## config.mk

```make
export PLATFORM = sky130hd
export DESIGN_NAME = dma_engine
export DESIGN_NICKNAME = d
export VERILOG_FILES = /design/src/rtl/dma_pkg.sv /design/src/rtl/dma_burst_buf.sv /design/src/rtl/dma_engine.sv
export SDC_FILE = /design/constraint.sdc
export NUM_CORES = 1
export LEC_CHECK = 0
export CORE_MARGIN = 2
export CORE_UTILIZATION = 25
export CTS_CLUSTER_SIZE = 24
export DETAILED_ROUTE_END_ITERATION = 6
export PLACE_DENSITY = 0.39
export SLEW_MARGIN = 20
export SYNTH_ARGS = -nofsm -noshare
export SYNTH_HDL_FRONTEND = slang
export SYNTH_SLANG_ARGS = --single-unit
```

## constraint.sdc

```tcl
create_clock -name ACLK -period 5.9 [get_ports ACLK]
set_clock_uncertainty 0.05 [all_clocks]
set_input_delay 0.885 -clock ACLK [delete_from_list [all_inputs] [get_ports ACLK]]
set_output_delay 0.885 -clock ACLK [all_outputs]
set_load 0.02 [all_outputs]
```

## src/rtl/dma_pkg.sv

```systemverilog
// Shared types and AXI encodings for the DMA copy engine.
// AXI width macros fall back to 32-bit address/data, 4-bit ID and 8-bit length when the shared define file is absent.
`ifndef AXI_ADDR_BITS
`define AXI_ADDR_BITS 32
`endif
`ifndef AXI_DATA_BITS
`define AXI_DATA_BITS 32
`endif
`ifndef AXI_ID_BITS
`define AXI_ID_BITS 4
`endif
`ifndef AXI_LEN_BITS
`define AXI_LEN_BITS 8
`endif
`ifndef AXI_RESP_BITS
`define AXI_RESP_BITS 2
`endif

package dma_pkg;

    typedef enum logic [2:0] {
        ST_IDLE  = 3'd0,
        ST_RADDR = 3'd1,
        ST_RDATA = 3'd2,
        ST_WADDR = 3'd3,
        ST_WDATA = 3'd4,
        ST_WRESP = 3'd5,
        ST_DONE  = 3'd6
    } dma_state_t;

    localparam logic [1:0] AXI_BURST_INCR = 2'b01;
    localparam logic [2:0] AXI_SIZE_WORD  = 3'b010;
    localparam logic [1:0] RESP_OKAY      = 2'b00;

    function automatic logic [31:0] chunk_words(input logic [31:0] rem, input logic [31:0] max_burst);
        return (rem < max_burst) ? rem : max_burst;
    endfunction

endpackage

```

## src/rtl/dma_burst_buf.sv

```systemverilog
// Burst staging buffer: one synchronous write port, one asynchronous read port.
// Contents are deliberately not reset; every word is written before it is read.
module dma_burst_buf
    import dma_pkg::*;
#(
    parameter int DEPTH = 16,
    parameter int IDX_W = 4
) (
    input  logic             ACLK,
    input  logic             we,
    input  logic [IDX_W-1:0] waddr,
    input  logic [31:0]      wdata,
    input  logic [IDX_W-1:0] raddr,
    output logic [31:0]      rdata
);

    logic [31:0] mem_r [DEPTH];

    // capture one read beat per accepted R handshake
    always_ff @(posedge ACLK) begin
        if (we) begin
            mem_r[waddr] <= wdata;
        end
    end

    assign rdata = mem_r[raddr];

endmodule

```

## src/rtl/dma_engine.sv

```systemverilog
// AXI master copying DMALEN words from DMASRC to DMADST in INCR bursts of up to MAX_BURST beats.
// Define DMA_RESP_CHK_EN to flag non-OKAY responses on DMA_ERR and stop after the failing chunk.
module dma_engine
    import dma_pkg::*;
#(
    parameter int                      MAX_BURST = 16,
    parameter logic [`AXI_ID_BITS-1:0] M_ID      = {`AXI_ID_BITS{1'b0}}
) (
    input  logic                        ACLK,
    input  logic                        ARESETn,
    input  logic                        DMAEN,
    input  logic [31:0]                 DMASRC,
    input  logic [31:0]                 DMADST,
    input  logic [31:0]                 DMALEN,
    output logic [`AXI_ID_BITS-1:0]     M_ARID,
    output logic [`AXI_ADDR_BITS-1:0]   M_ARAddr,
    output logic [`AXI_LEN_BITS-1:0]    M_ARLen,
    output logic [2:0]                  M_ARSize,
    output logic [1:0]                  M_ARBurst,
    output logic                        M_ARValid,
    input  logic                        M_ARReady,
    input  logic [`AXI_ID_BITS-1:0]     M_RID,
    input  logic [`AXI_DATA_BITS-1:0]   M_RData,
    input  logic [`AXI_RESP_BITS-1:0]   M_RResp,
    input  logic                        M_RLast,
    input  logic                        M_RValid,
    output logic                        M_RReady,
    output logic [`AXI_ID_BITS-1:0]     M_AWID,
    output logic [`AXI_ADDR_BITS-1:0]   M_AWAddr,
    output logic [`AXI_LEN_BITS-1:0]    M_AWLen,
    output logic [2:0]                  M_AWSize,
    output logic [1:0]                  M_AWBurst,
    output logic                        M_AWValid,
    input  logic                        M_AWReady,
    output logic [`AXI_DATA_BITS-1:0]   M_WData,
    output logic [3:0]                  M_WStrb,
    output logic                        M_WLast,
    output logic                        M_WValid,
    input  logic                        M_WReady,
    input  logic [`AXI_ID_BITS-1:0]     M_BID,
    input  logic [`AXI_RESP_BITS-1:0]   M_BResp,
    input  logic                        M_BValid,
    output logic                        M_BReady,
    output logic                        DMA_INTR,
    output logic                        DMA_ERR
);

    localparam int               IDX_W     = (MAX_BURST > 1) ? $clog2(MAX_BURST) : 1;
    localparam int               CNT_W     = IDX_W + 1;
    localparam int               LEN_W     = `AXI_LEN_BITS;
    localparam logic [31:0]      MAX_WORDS = 32'(MAX_BURST);
    localparam logic [CNT_W-1:0] CNT_MAX   = CNT_W'(MAX_BURST);

    dma_state_t        state_r;
    logic [31:0]       src_r, dst_r, rem_r, n_r;
    logic [LEN_W-1:0]  len_m1_r;
    logic [CNT_W-1:0]  cnt_r;
    logic              arvalid_r, rready_r, awvalid_r, wvalid_r, wlast_r, bready_r, intr_r, err_r;

    logic              buf_we_s, rd_err_s, wr_err_s;
    logic [31:0]       start_n_s, rem_next_s, next_n_s, buf_rdata_s;
    logic [LEN_W-1:0]  start_len_s, next_len_s;
    logic              unused_s;

    // chunk sizing and response classification
    always_comb begin
        buf_we_s    = (state_r == ST_RDATA) && M_RValid && (cnt_r < CNT_MAX);
        start_n_s   = chunk_words(DMALEN, MAX_WORDS);
        start_len_s = LEN_W'(start_n_s - 32'd1);
        rem_next_s  = rem_r - n_r;
        next_n_s    = chunk_words(rem_next_s, MAX_WORDS);
        next_len_s  = LEN_W'(next_n_s - 32'd1);
`ifdef DMA_RESP_CHK_EN
        rd_err_s    = (state_r == ST_RDATA) && M_RValid && (M_RResp != RESP_OKAY);
        wr_err_s    = (state_r == ST_WRESP) && M_BValid && (M_BResp != RESP_OKAY);
`else
        rd_err_s    = 1'b0;
        wr_err_s    = 1'b0;
`endif
    end

    // transfer sequencer: one outstanding transaction, read phase then write phase per chunk
    always_ff @(posedge ACLK) begin
        if (!ARESETn) begin
            state_r   <= ST_IDLE;
            src_r     <= 32'd0;
            dst_r     <= 32'd0;
            rem_r     <= 32'd0;
            n_r       <= 32'd0;
            len_m1_r  <= {LEN_W{1'b0}};
            cnt_r     <= {CNT_W{1'b0}};
            arvalid_r <= 1'b0;
            rready_r  <= 1'b0;
            awvalid_r <= 1'b0;
            wvalid_r  <= 1'b0;
            wlast_r   <= 1'b0;
            bready_r  <= 1'b0;
            intr_r    <= 1'b0;
            err_r     <= 1'b0;
        end else begin
            case (state_r)
                ST_IDLE: begin
                    if (DMAEN) begin
                        src_r    <= DMASRC;
                        dst_r    <= DMADST;
                        rem_r    <= DMALEN;
                        n_r      <= start_n_s;
                        len_m1_r <= start_len_s;
                        err_r    <= 1'b0;
                        if (DMALEN == 32'd0) begin
                            intr_r  <= 1'b1;
                            state_r <= ST_DONE;
                        end else begin
                            arvalid_r <= 1'b1;
                            state_r   <= ST_RADDR;
                        end
                    end
                end
                ST_RADDR: begin
                    if (M_ARReady) begin
                        arvalid_r <= 1'b0;
                        rready_r  <= 1'b1;
                        cnt_r     <= {CNT_W{1'b0}};
                        state_r   <= ST_RDATA;
                    end
                end
                ST_RDATA: begin
                    if (M_RValid) begin
                        if (rd_err_s) begin
                            err_r <= 1'b1;
                        end
                        if (cnt_r < CNT_MAX) begin
                            cnt_r <= cnt_r + CNT_W'(1);
                        end
                        // the slave's RLast ends the read phase regardless of the beat count
                        if (M_RLast) begin
                            rready_r  <= 1'b0;
                            cnt_r     <= {CNT_W{1'b0}};
                            awvalid_r <= 1'b1;
                            state_r   <= ST_WADDR;
                        end
                    end
                end
                ST_WADDR: begin
                    if (M_AWReady) begin
                        awvalid_r <= 1'b0;
                        wvalid_r  <= 1'b1;
                        wlast_r   <= (len_m1_r == {LEN_W{1'b0}});
                        cnt_r     <= {CNT_W{1'b0}};
                        state_r   <= ST_WDATA;
                    end
                end
                ST_WDATA: begin
                    if (M_WReady) begin
                        if (wlast_r) begin
                            wvalid_r <= 1'b0;
                            wlast_r  <= 1'b0;
                            bready_r <= 1'b1;
                            state_r  <= ST_WRESP;
                        end else begin
                            cnt_r   <= cnt_r + CNT_W'(1);
                            wlast_r <= ((32'(cnt_r) + 32'd2) == n_r);
                        end
                    end
                end
                ST_WRESP: begin
                    if (M_BValid) begin
                        bready_r <= 1'b0;
                        src_r    <= src_r + (n_r << 2);
                        dst_r    <= dst_r + (n_r << 2);
                        rem_r    <= rem_next_s;
                        if (wr_err_s) begin
                            err_r <= 1'b1;
                        end
                        if ((rem_next_s == 32'd0) || err_r || wr_err_s) begin
                            intr_r  <= 1'b1;
                            state_r <= ST_DONE;
                        end else begin
                            n_r       <= next_n_s;
                            len_m1_r  <= next_len_s;
                            arvalid_r <= 1'b1;
                            state_r   <= ST_RADDR;
                        end
                    end
                end
                ST_DONE: begin
                    if (!DMAEN) begin
                        intr_r  <= 1'b0;
                        state_r <= ST_IDLE;
                    end
                end
                default: begin
                    arvalid_r <= 1'b0;
                    rready_r  <= 1'b0;
                    awvalid_r <= 1'b0;
                    wvalid_r  <= 1'b0;
                    wlast_r   <= 1'b0;
                    bready_r  <= 1'b0;
                    intr_r    <= 1'b0;
                    state_r   <= ST_IDLE;
                end
            endcase
        end
    end

    dma_burst_buf #(
        .DEPTH (MAX_BURST),
        .IDX_W (IDX_W)
    ) u_buf (
        .ACLK  (ACLK),
        .we    (buf_we_s),
        .waddr (cnt_r[IDX_W-1:0]),
        .wdata (M_RData),
        .raddr (cnt_r[IDX_W-1:0]),
        .rdata (buf_rdata_s)
    );

    assign M_ARID    = M_ID;
    assign M_ARAddr  = src_r;
    assign M_ARLen   = len_m1_r;
    assign M_ARSize  = AXI_SIZE_WORD;
    assign M_ARBurst = AXI_BURST_INCR;
    assign M_ARValid = arvalid_r;
    assign M_RReady  = rready_r;
    assign M_AWID    = M_ID;
    assign M_AWAddr  = dst_r;
    assign M_AWLen   = len_m1_r;
    assign M_AWSize  = AXI_SIZE_WORD;
    assign M_AWBurst = AXI_BURST_INCR;
    assign M_AWValid = awvalid_r;
    assign M_WData   = buf_rdata_s;
    assign M_WStrb   = 4'hF;
    assign M_WLast   = wlast_r;
    assign M_WValid  = wvalid_r;
    assign M_BReady  = bready_r;
    assign DMA_INTR  = intr_r;
`ifdef DMA_RESP_CHK_EN
    assign DMA_ERR   = err_r;
`else
    assign DMA_ERR   = 1'b0;
`endif

    // IDs are single-master constants and responses only matter with checking enabled
    assign unused_s = ^{M_RID, M_BID, M_RResp, M_BResp};

endmodule
```

== Yosys cells after proc, flatten, opt, wreduce, memory -nomap -nowiden ==
Memories as Yosys holds them, arrays and structs flattened. A register that Yosys moved wholly into a read port is not among the register bits.
Index checks and enable logic that the tools add are counted.
Cells by class
  add/subtract/negate cells: 7
  magnitude comparators: 3
  equality and inequality tests: 22
  muxes and demuxes: 75
  bitwise gates (word level): 6
  reductions and logical operators: 25
Operators with widths (number)
  2-to-1 mux 32 bit: 11
  one-hot mux 32 bit (2 select lines): 4
  adder 32 bit: 2
  zero test 32 bit: 2
  less-than comparator 32 x 5 -> 1 bit (second input constant): 2
  2-to-1 mux 5 bit: 7
  2-to-1 mux 3 bit: 11
  == test 6 x 32 -> 1 bit: 1
  subtractor 32 bit: 1
  inequality test 2 bit (second input constant): 14
  2-to-1 mux 1 bit: 27
  2-to-1 mux 8 bit: 3
  one-hot mux 3 bit (7 select lines): 1
  one-hot mux 5 bit (4 select lines): 1
  AND reduction 4 bit: 5
  OR reduction 5 bit: 4
  one-hot mux 8 bit (2 select lines): 1
  subtractor 8 x 1 -> 8 bit (second input constant): 2
  one-hot mux 1 bit (3 select lines): 5
  AND reduction 6 bit: 2
  == test 3 bit (second input constant): 3
  AND reduction 9 bit: 1
  zero test 8 bit: 1
  2-to-1 mux 4 bit: 2
  15 further kinds: 25
Word-level totals
  bits in registers: 151
  memory bits (writable): 512
  input port bits: 149
  output and inout bits: 142
  logic and storage cells: 153
  memories kept: 1
Memories
  u_buf.mem_r: depth 16, width 32, read ports 1, clocked after Yosys merged registers in 1, wr ports 1, line dma_burst_buf.sv:17  | logic [31:0] mem_r [DEPTH];

== Depth between registers and ports, before layout ==
Gate-level depths: netlist of the first run.
  depth in word-level cells: 7
  depth in mapped cells: 18
  depth with buffers taken out: 18

== Hierarchy ==
Synthesis of the first run repeated with hierarchy kept, for this count alone.
Unflattened totals
  cell total of the unflattened synthesis: 2451
  area, all modules: 31375.1 um2
By module, submodules not included
  dma_burst_buf: instances 1, cells each 806, area each 19194.7 um2, sequential area each 15374.7 um2
  dma_engine: instances 1, cells each 1645, area each 12180.4 um2, sequential area each 3022.9 um2

== Worst setup path after synthesis of the first run ==
OpenSTA, ideal clock, no wires.
  path type: flip-flop to flip-flop
  from: register n_r[2]
  to: register len_m1_r[4], in the netlist M_ARLen[4]
  library setup time: 0.117 ns
  arrival: 4.225 ns
  required time: 5.733 ns
  slack: 1.507 ns
  cell stages (with the launch flop): 18
  path buffers: 0
  period minus slack after synthesis: 4.393 ns
  path through: dfxtp_1 -> inv_1 -> ha_1 -> nor2b_1 -> o31a_1 -> o211a_1 -> or3_1 -> a2111oi_2 -> nand4_1 -> or4b_1 -> nor4_2 -> nand4_2 -> nor3_2 -> a21boi_0 -> ha_1 -> inv_1 -> o22ai_1 -> a32o_1
Between the ends
  word-level cells in the longest chain between the ends: 7
  elaborated cells between the ends (all ways): 10
  those cells by class: 2 x add/sub; 1 x order compare; 1 x eq/ne; 4 x mux; 2 x reduce/logical
Ends and longest elaborated chain
  start: declaration: line dma_engine.sv:55  | logic [31:0] src_r, dst_r, rem_r, n_r;
  start signal: assignment: line dma_engine.sv:107  | n_r <= start_n_s;
  start signal: assignment: line dma_engine.sv:179  | n_r <= next_n_s;
  subtractor 32 bit (*): line dma_engine.sv:70  | rem_next_s = rem_r - n_r;
  less-than comparator 32 x 5 -> 1 bit: line dma_pkg.sv:36  | return (rem < max_burst) ? rem : max_burst;
  2-to-1 mux 32 bit: line dma_pkg.sv:36
  subtractor 8 x 1 -> 8 bit: line dma_engine.sv:72  | next_len_s = LEN_W'(next_n_s - 32'd1);
  2-to-1 mux 8 bit: line dma_engine.sv:175  | if ((rem_next_s == 32'd0) || err_r || wr_err_s) begin
  2-to-1 mux 8 bit: line dma_engine.sv:167  | if (M_BValid) begin
  one-hot mux 8 bit (2 select lines): line dma_engine.sv:101  | case (state_r)
  end signal: assignment: line dma_engine.sv:90  | len_m1_r <= {LEN_W{1'b0}};
  end signal: assignment: line dma_engine.sv:108  | len_m1_r <= start_len_s;
  end signal: assignment: line dma_engine.sv:180  | len_m1_r <= next_len_s;
  end: declaration: line dma_engine.sv:56  | logic [LEN_W-1:0] len_m1_r;
Every way passes the cells marked *; elsewhere a longest branch is shown, timed or not. The select of a mux whose other input is x is not followed.
A chain may end at the register's enable or synchronous reset.

== Final worst setup path of the first run ==
  from: register n_r[4]
  to: register len_m1_r[4], in the netlist M_ARLen[4]
Same word-level chain as after synthesis.

==> results of run 1 <==
==> cells by family after synthesis <==
group           synth area share, %
compound gates                 10.4
xor+xnor                       2.13
fa+ha+maj                      4.05
buf+inv                        2.94
flops                          60.0
mux                            11.9
other cells                  0.0244
simple gates                   8.59
==> report_power, final <==
group / leakage, nW / internal [mW] / switching [mW]
registers: 5.88 / 5.34 / 0.318
clock network: 1.28 / 2.88 / 2.06
logic: 5.43 / 1.68 / 2.53
==> per-layer routing <==
metal | GRT usage, % | vias up
met3 | 3.75 | 144
met2 | 25.4 | 519
met4 | 4.67 | 14
met5 | 0 | -
met1 | 20.0 | 10397
li1 | - | 9346
==> through the flow <==
| stage | setup WS (ns) | power [mW] |
|---|---|---|
| finish | 0.720 | 14.8 |
| detailed placement | 0.744 | 9.93 |
| CTS | 0.775 | 15.0 |
| floorplan | 1.51 | 8.39 |
| global placement | 0.766 | 9.91 |
| global route | 0.265 | 15.6 |
==> sequential cells by signal, indices dropped and copies added (netlist names), named ones only <==
signal	count
DMA_INTR	1
M_ARAddr	32
M_ARLen	8
M_ARValid	1
M_AWAddr	32
M_AWValid	1
M_BReady	1
M_RReady	1
M_WLast	1
M_WValid	1
cnt_r	5
n_r	32
rem_r	32
state_r	3
u_buf.mem_r	512
==> layout make-up <==
cell class	instances	area share (%)
Clock buffer	108	5.71
Multi-Input combinational cell	1426	30.6
Inverter	61	0.609
Sequential cell	667	48.7
Antenna cell	3	0.0198
Timing Repair Buffer	302	7.73
Clock inverter	37	1.29
Tap cell	1625	5.35
==> Yosys cell counts (all sizes together) (54+ instances only) <==
| library cell | instances |
|---|---|
| edfxtp | 512 |
| ha | 95 |
| a21oi | 167 |
| nor3 | 56 |
| inv | 61 |
| o21ai | 123 |
| clkbuf | 93 |
| nand2 | 167 |
| dfxtp | 155 |
| nor2 | 163 |
| mux4 | 160 |
| buf | 54 |
==> how the worst min path moves through the flow <==
stage	to	start	slack [ns]
2_1_floorplan	rem_r[0]$_SDFFE_PN0P_	rem_r[0]$_SDFFE_PN0P_	0.38
3_3_place_gp	rem_r[0]$_SDFFE_PN0P_	rem_r[0]$_SDFFE_PN0P_	0.41
3_5_place_dp	rem_r[0]$_SDFFE_PN0P_	rem_r[0]$_SDFFE_PN0P_	0.40
4_1_cts	rem_r[0]$_SDFFE_PN0P_	rem_r[0]$_SDFFE_PN0P_	0.41
5_1_grt	rem_r[0]$_SDFFE_PN0P_	rem_r[0]$_SDFFE_PN0P_	0.44
6_report	rem_r[0]$_SDFFE_PN0P_	rem_r[0]$_SDFFE_PN0P_	0.41
==> worst max-delay path, stage by stage, from the launching register on <==
cell	delay (ns)
dfxtp_1	0.53
inv_1	0.09
ha_1	0.40
o211ai_1	0.11
a21oi_1	0.19
o21ai_1	0.11
buf_4	0.16
o21ai_1	0.54
a21oi_1	0.16
xor2_1	0.30
or4b_1	0.48
nor4_2	0.26
nand4_2	0.23
nor3_2	0.57
a21boi_0	0.21
ha_1	0.25
inv_1	0.10
o22ai_1	0.07
a32o_1	0.27
==> run metrics, run 1 <==
Clock Pin Slew Worst Setup and Hold Paths 0.06 ns; r2r setup slk 0.72 ns; # DRC 0; Worst Setup SP n_r[4]$_SDFFE_PN0P_; Max VDD drop 195 uV; height of the die 355 um; pin count of the biggest net entering global routing 76; # IOs 291; clk_lat worst skew 0.67 ns; HPWL Detailed 64600 um; pwr dens 390 nW/um^2; setup violators final 0; Post-CTS Setup Bufs 0; crit path capture M_ARLen[4]$_SDFFE_PN0P_; Placed Area 35300 um^2; Critical Path RT 6.42 ns; Synth warnings 0; Async SR Flop Fraction 0%; top post-synthesis cells by area edfxtp_1 50%, mux4_2 12%, dfxtp_1 10%, ha_1 3.9%, a21oi_1 2.7%; die footprint 126000 um^2; Overall Global Routing Usage 15.4%; R2R Path Start n_r[4]$_SDFFE_PN0P_; routed wl met3 5770 um; crit-path max FO 9; final wirelength 98600 um; DRT iter0 DRCs 1505; most common cell after layout, fill and taps aside edfxtp_1; sequential area share after synthesis 60.0%; storage element area 18500 um^2; Rel. slew slack 34.6%; Max Freq 193 MHz; Fillers 12220; clk sinks 667; vias in the first global route 21088; FP Rows 128; top cell type's share of synthesized area 49.9%; Tmin final 5.18 ns; Worst Path Arrival 5.70 ns; hold crit path type register to register; ys flop type edfxtp_1; vias 20420; final cell count without fillers 4229; Wirelength per Cell 23.3 um; fin nets 2786; capturing point of the worst reg2reg path M_ARLen[4]$_SDFFE_PN0P_; Clock Tree Root clkbuf_16; number of CTS-inserted buffers 81; post-synth cell types 81; status finished clean; CTS tree built; Slew @ Worst Pin 0.979 ns; Core Util, Final 31.1%; Maximum Capacitance Violations 0; area of the multi-input gates 11600 um^2; Synth Instances 2280; setup TNS 0 ns; number of gates given a new drive strength after cts 0; Final period util 87.8%; starting density of the core 25.2%; DRT met1 WL 43000 um; Final ANT Viol Nets 0; share of cells above drive strength 1 13.8%; WHS 0.408 ns; P_leak 12.6 nW; most frequent cells in the layout 512 x edfxtp_1, 254 x clkdlybuf4s50_1, 166 x a21oi_1, 166 x nand2_1, 160 x mux4_2; cell accounting for the most synthesized area edfxtp_1; Area Growth Syn to Fin 23.3%; met2 wire len 47100 um; Placer Congestion 0.828; total placed cells including tap cells 4081; initial antenna violation count 10; R2R depth 18; Clock Tree Buf Depth 3; number of synthesized flops with an enable pin 512; final max-slew violation count 0; DR vias/cell 4.83; #FFs+latches synth 667; GRT Residual Overflow 0; Avg Cell Area, Syn 13.5 um^2; I/O Buffers 255; global-route wire length before repair 144000 um; element type at the critical path end register; Cells on Worst Hold Path 2; Hold Fails Final Rpt 0; CP startpoint kind register; first drt pass iteration count 5; Core Region 122000 um^2; Final Cell Area 38000 um^2; Crit Path Class register to register; RSZ-0062 raised after global routing no; Cell Area, Synth 30800 um^2; htree depth 3; Die W 355 um; top sig layer met5; hold buffers post-CTS 0
No activity file was read; power rests on OpenSTA's default activity.
==> run 2, diff against run 1 <==
- CTS_CLUSTER_SIZE: 24 -> 10
- SKIP_CTS_REPAIR_TIMING: default -> 1
==> run metrics, run 2 (synthesized netlist as in run 1, its figures left out) <==
fin nets 2789 (+0.11%); first drt pass iteration count 5 (unchanged); Final Cell Area 37800 um^2 (-0.38%); most frequent cells in the layout 512 x edfxtp_1, 254 x clkdlybuf4s50_1, 166 x a21oi_1, 166 x nand2_1, 160 x mux4_2; htree depth 3 (unchanged); hold crit path type register to register; setup violators final 0 (unchanged); Crit Path Class register to register; pin count of the biggest net entering global routing 76 (unchanged); CP max stage delay 0.57 ns (about the same); GRT Residual Overflow 0 (unchanged); Area Growth Syn to Fin 22.9%; setup TNS 0 ns (unchanged); Placed Area 35300 um^2 (unchanged); share of cells above drive strength 1 13.5% (-0.32 points); part of the power in registers 38.7% (+0.5 points); most common cell after layout, fill and taps aside edfxtp_1; Max Freq 190 MHz (-1.8%); net switching power 4.84 mW (-1.5%); Clock Pin Slew Worst Setup and Hold Paths 0.06 ns (about the same); sw frac 33.1% (-0.089 points); number of CTS-inserted buffers 84 (+3.7%); pwr dens 386 nW/um^2 (-0.88%); crit path cell chain inv_1, ha_1, a21o_1, or3_1, o21ai_1, buf_4, o21ai_1, a311o_1, a211oi_1, o21ai_1, nor4_2, nand4_2, nor3_2, a21boi_0, ha_1, inv_1, o22ai_1, a32o_1; Overall Global Routing Usage 15.4% (about the same); P_leak 12.5 nW (-0.53%); Final ANT Viol Nets 0 (unchanged); clk sinks 667 (unchanged); Rel. slew slack 35.7% (+1.1 points); Comb pwr share 28.8% (+0.4 points); RSZ-0062 raised after global routing no; Core Region 122000 um^2 (unchanged); Critical Path RT 6.36 ns (-0.06 ns); # IOs 291 (unchanged); element type at the critical path end register; worst setup margin 0.626 ns (-0.0946 ns); DR vias/cell 4.83 (about the same); Final period util 89.4% (+1.6 points); I/O Buffers 255 (unchanged); Worst Path Arrival 5.74 ns (+0.04 ns); Hold Fails Final Rpt 0 (unchanged); clk_lat worst skew 0.66 ns (about the same); max reg flops 512 (unchanged); crit-path max FO 9 (unchanged); Die W 355 um (unchanged); global-route wire length before repair 144000 um (+0.17%); DRT iter0 DRCs 1501 (-0.27%); CTS tree built; # DRC 0 (unchanged); cell internal pwr 9.79 mW (-1.1%); Placer Congestion 0.828 (unchanged); FP Rows 128 (unchanged); die footprint 126000 um^2 (unchanged); Wirelength per Cell 23.4 um (+0.34%); r2r setup slk 0.63 ns (-0.09 ns); HPWL Detailed 64600 um (unchanged); critical path's slowest cell nor3_2; Clock Tree Buf Depth 3 (unchanged); final wirelength 98600 um (about the same); Maximum Capacitance Violations 0 (unchanged); initial antenna violation count 10 (unchanged); Max VDD drop 206 uV (+5.4%); starting density of the core 25.2% (unchanged); CP most frequent cell o21ai_1; Clock Power Share 32.5% (-0.9 points); Clock Tree Root clkbuf_16; height of the die 355 um (unchanged); vias 20358 (-0.30%); status finished clean; final max-slew violation count 0 (unchanged); Slew @ Worst Pin 0.962 ns (-0.0164 ns); CP startpoint kind register; Tmin final 5.27 ns (+0.0946 ns); Reg with most FFs u_buf.mem_r; Place WS 0.744 ns (unchanged); Fillers 12231 (+0.090%); vias in the first global route 21155 (+0.32%)
==> run 2: metrics by stage <==
| stage | std cells | total power [mW] | util (%) | hold slack, ns |
|---|---|---|---|---|
| floorplan | 2301 | 8.39 | - | 0.382 |
| global placement | 4081 | 9.91 | 28.9 | 0.408 |
| detailed placement | 4081 | 9.93 | 28.9 | 0.400 |
| CTS | 4213 | 14.8 | 31.0 | 0.408 |
| global route | 4214 | 15.4 | 31.0 | 0.437 |
| finish | 4216 | 14.6 | 31.0 | 0.408 |
==> run 2: final timing paths <==
path,start,endpoint,cells after the start
worst max-delay path,n_r[4]$_SDFFE_PN0P_,M_ARLen[4]$_SDFFE_PN0P_,18
worst min-delay path,rem_r[0]$_SDFFE_PN0P_,rem_r[0]$_SDFFE_PN0P_,2
worst min register to register,rem_r[0]$_SDFFE_PN0P_,rem_r[0]$_SDFFE_PN0P_,2
worst max register to register,n_r[4]$_SDFFE_PN0P_,M_ARLen[4]$_SDFFE_PN0P_,18
==> run 2: per-layer routing <==
layer | global-route usage (%) | up-vias | routed length [um]
met1 | 20.1 | 10366 | 43300
met4 | 4.83 | 14 | 2650
met2 | 25.5 | 499 | 47200
li1 | - | 9339 | -
met3 | 3.53 | 140 | 5460
met5 | 0 | - | 91
==> run 2: final cells by class <==
type                    instances  area, um^2  area share [%]
diodes                          3        7.51          0.0198
clock buffers                 111        2260            5.96
clock inverters                21         259           0.684
inverters                      61         231           0.612
multi-input cells            1426       11600            30.7
flip-flops and latches        667       18500            48.8
well taps                    1625        2030            5.37
repair buffers                302        2940            7.76
==> run 2: power by group through the flow <==
stage                     logic [mW]  registers [mW]  clock network, mW
after floorplan                 2.59            5.80                  0
after global placement          4.15            5.76                  0
after detailed placement        4.17            5.76                  0
after CTS                       4.20            5.67               4.91
after global routing            4.60            5.69               5.08
final                           4.21            5.66               4.76
==> run 2: worst max-delay path: cells and delay by family, from the launching register on <==
family | cells | cell delay, ns
AOI/OAI and AO/OA | 9 | 2.05
adders and majority gates | 2 | 0.62
buffers and inverters | 3 | 0.36
DFF | 1 | 0.53
and+or+nand+nor | 4 | 1.49
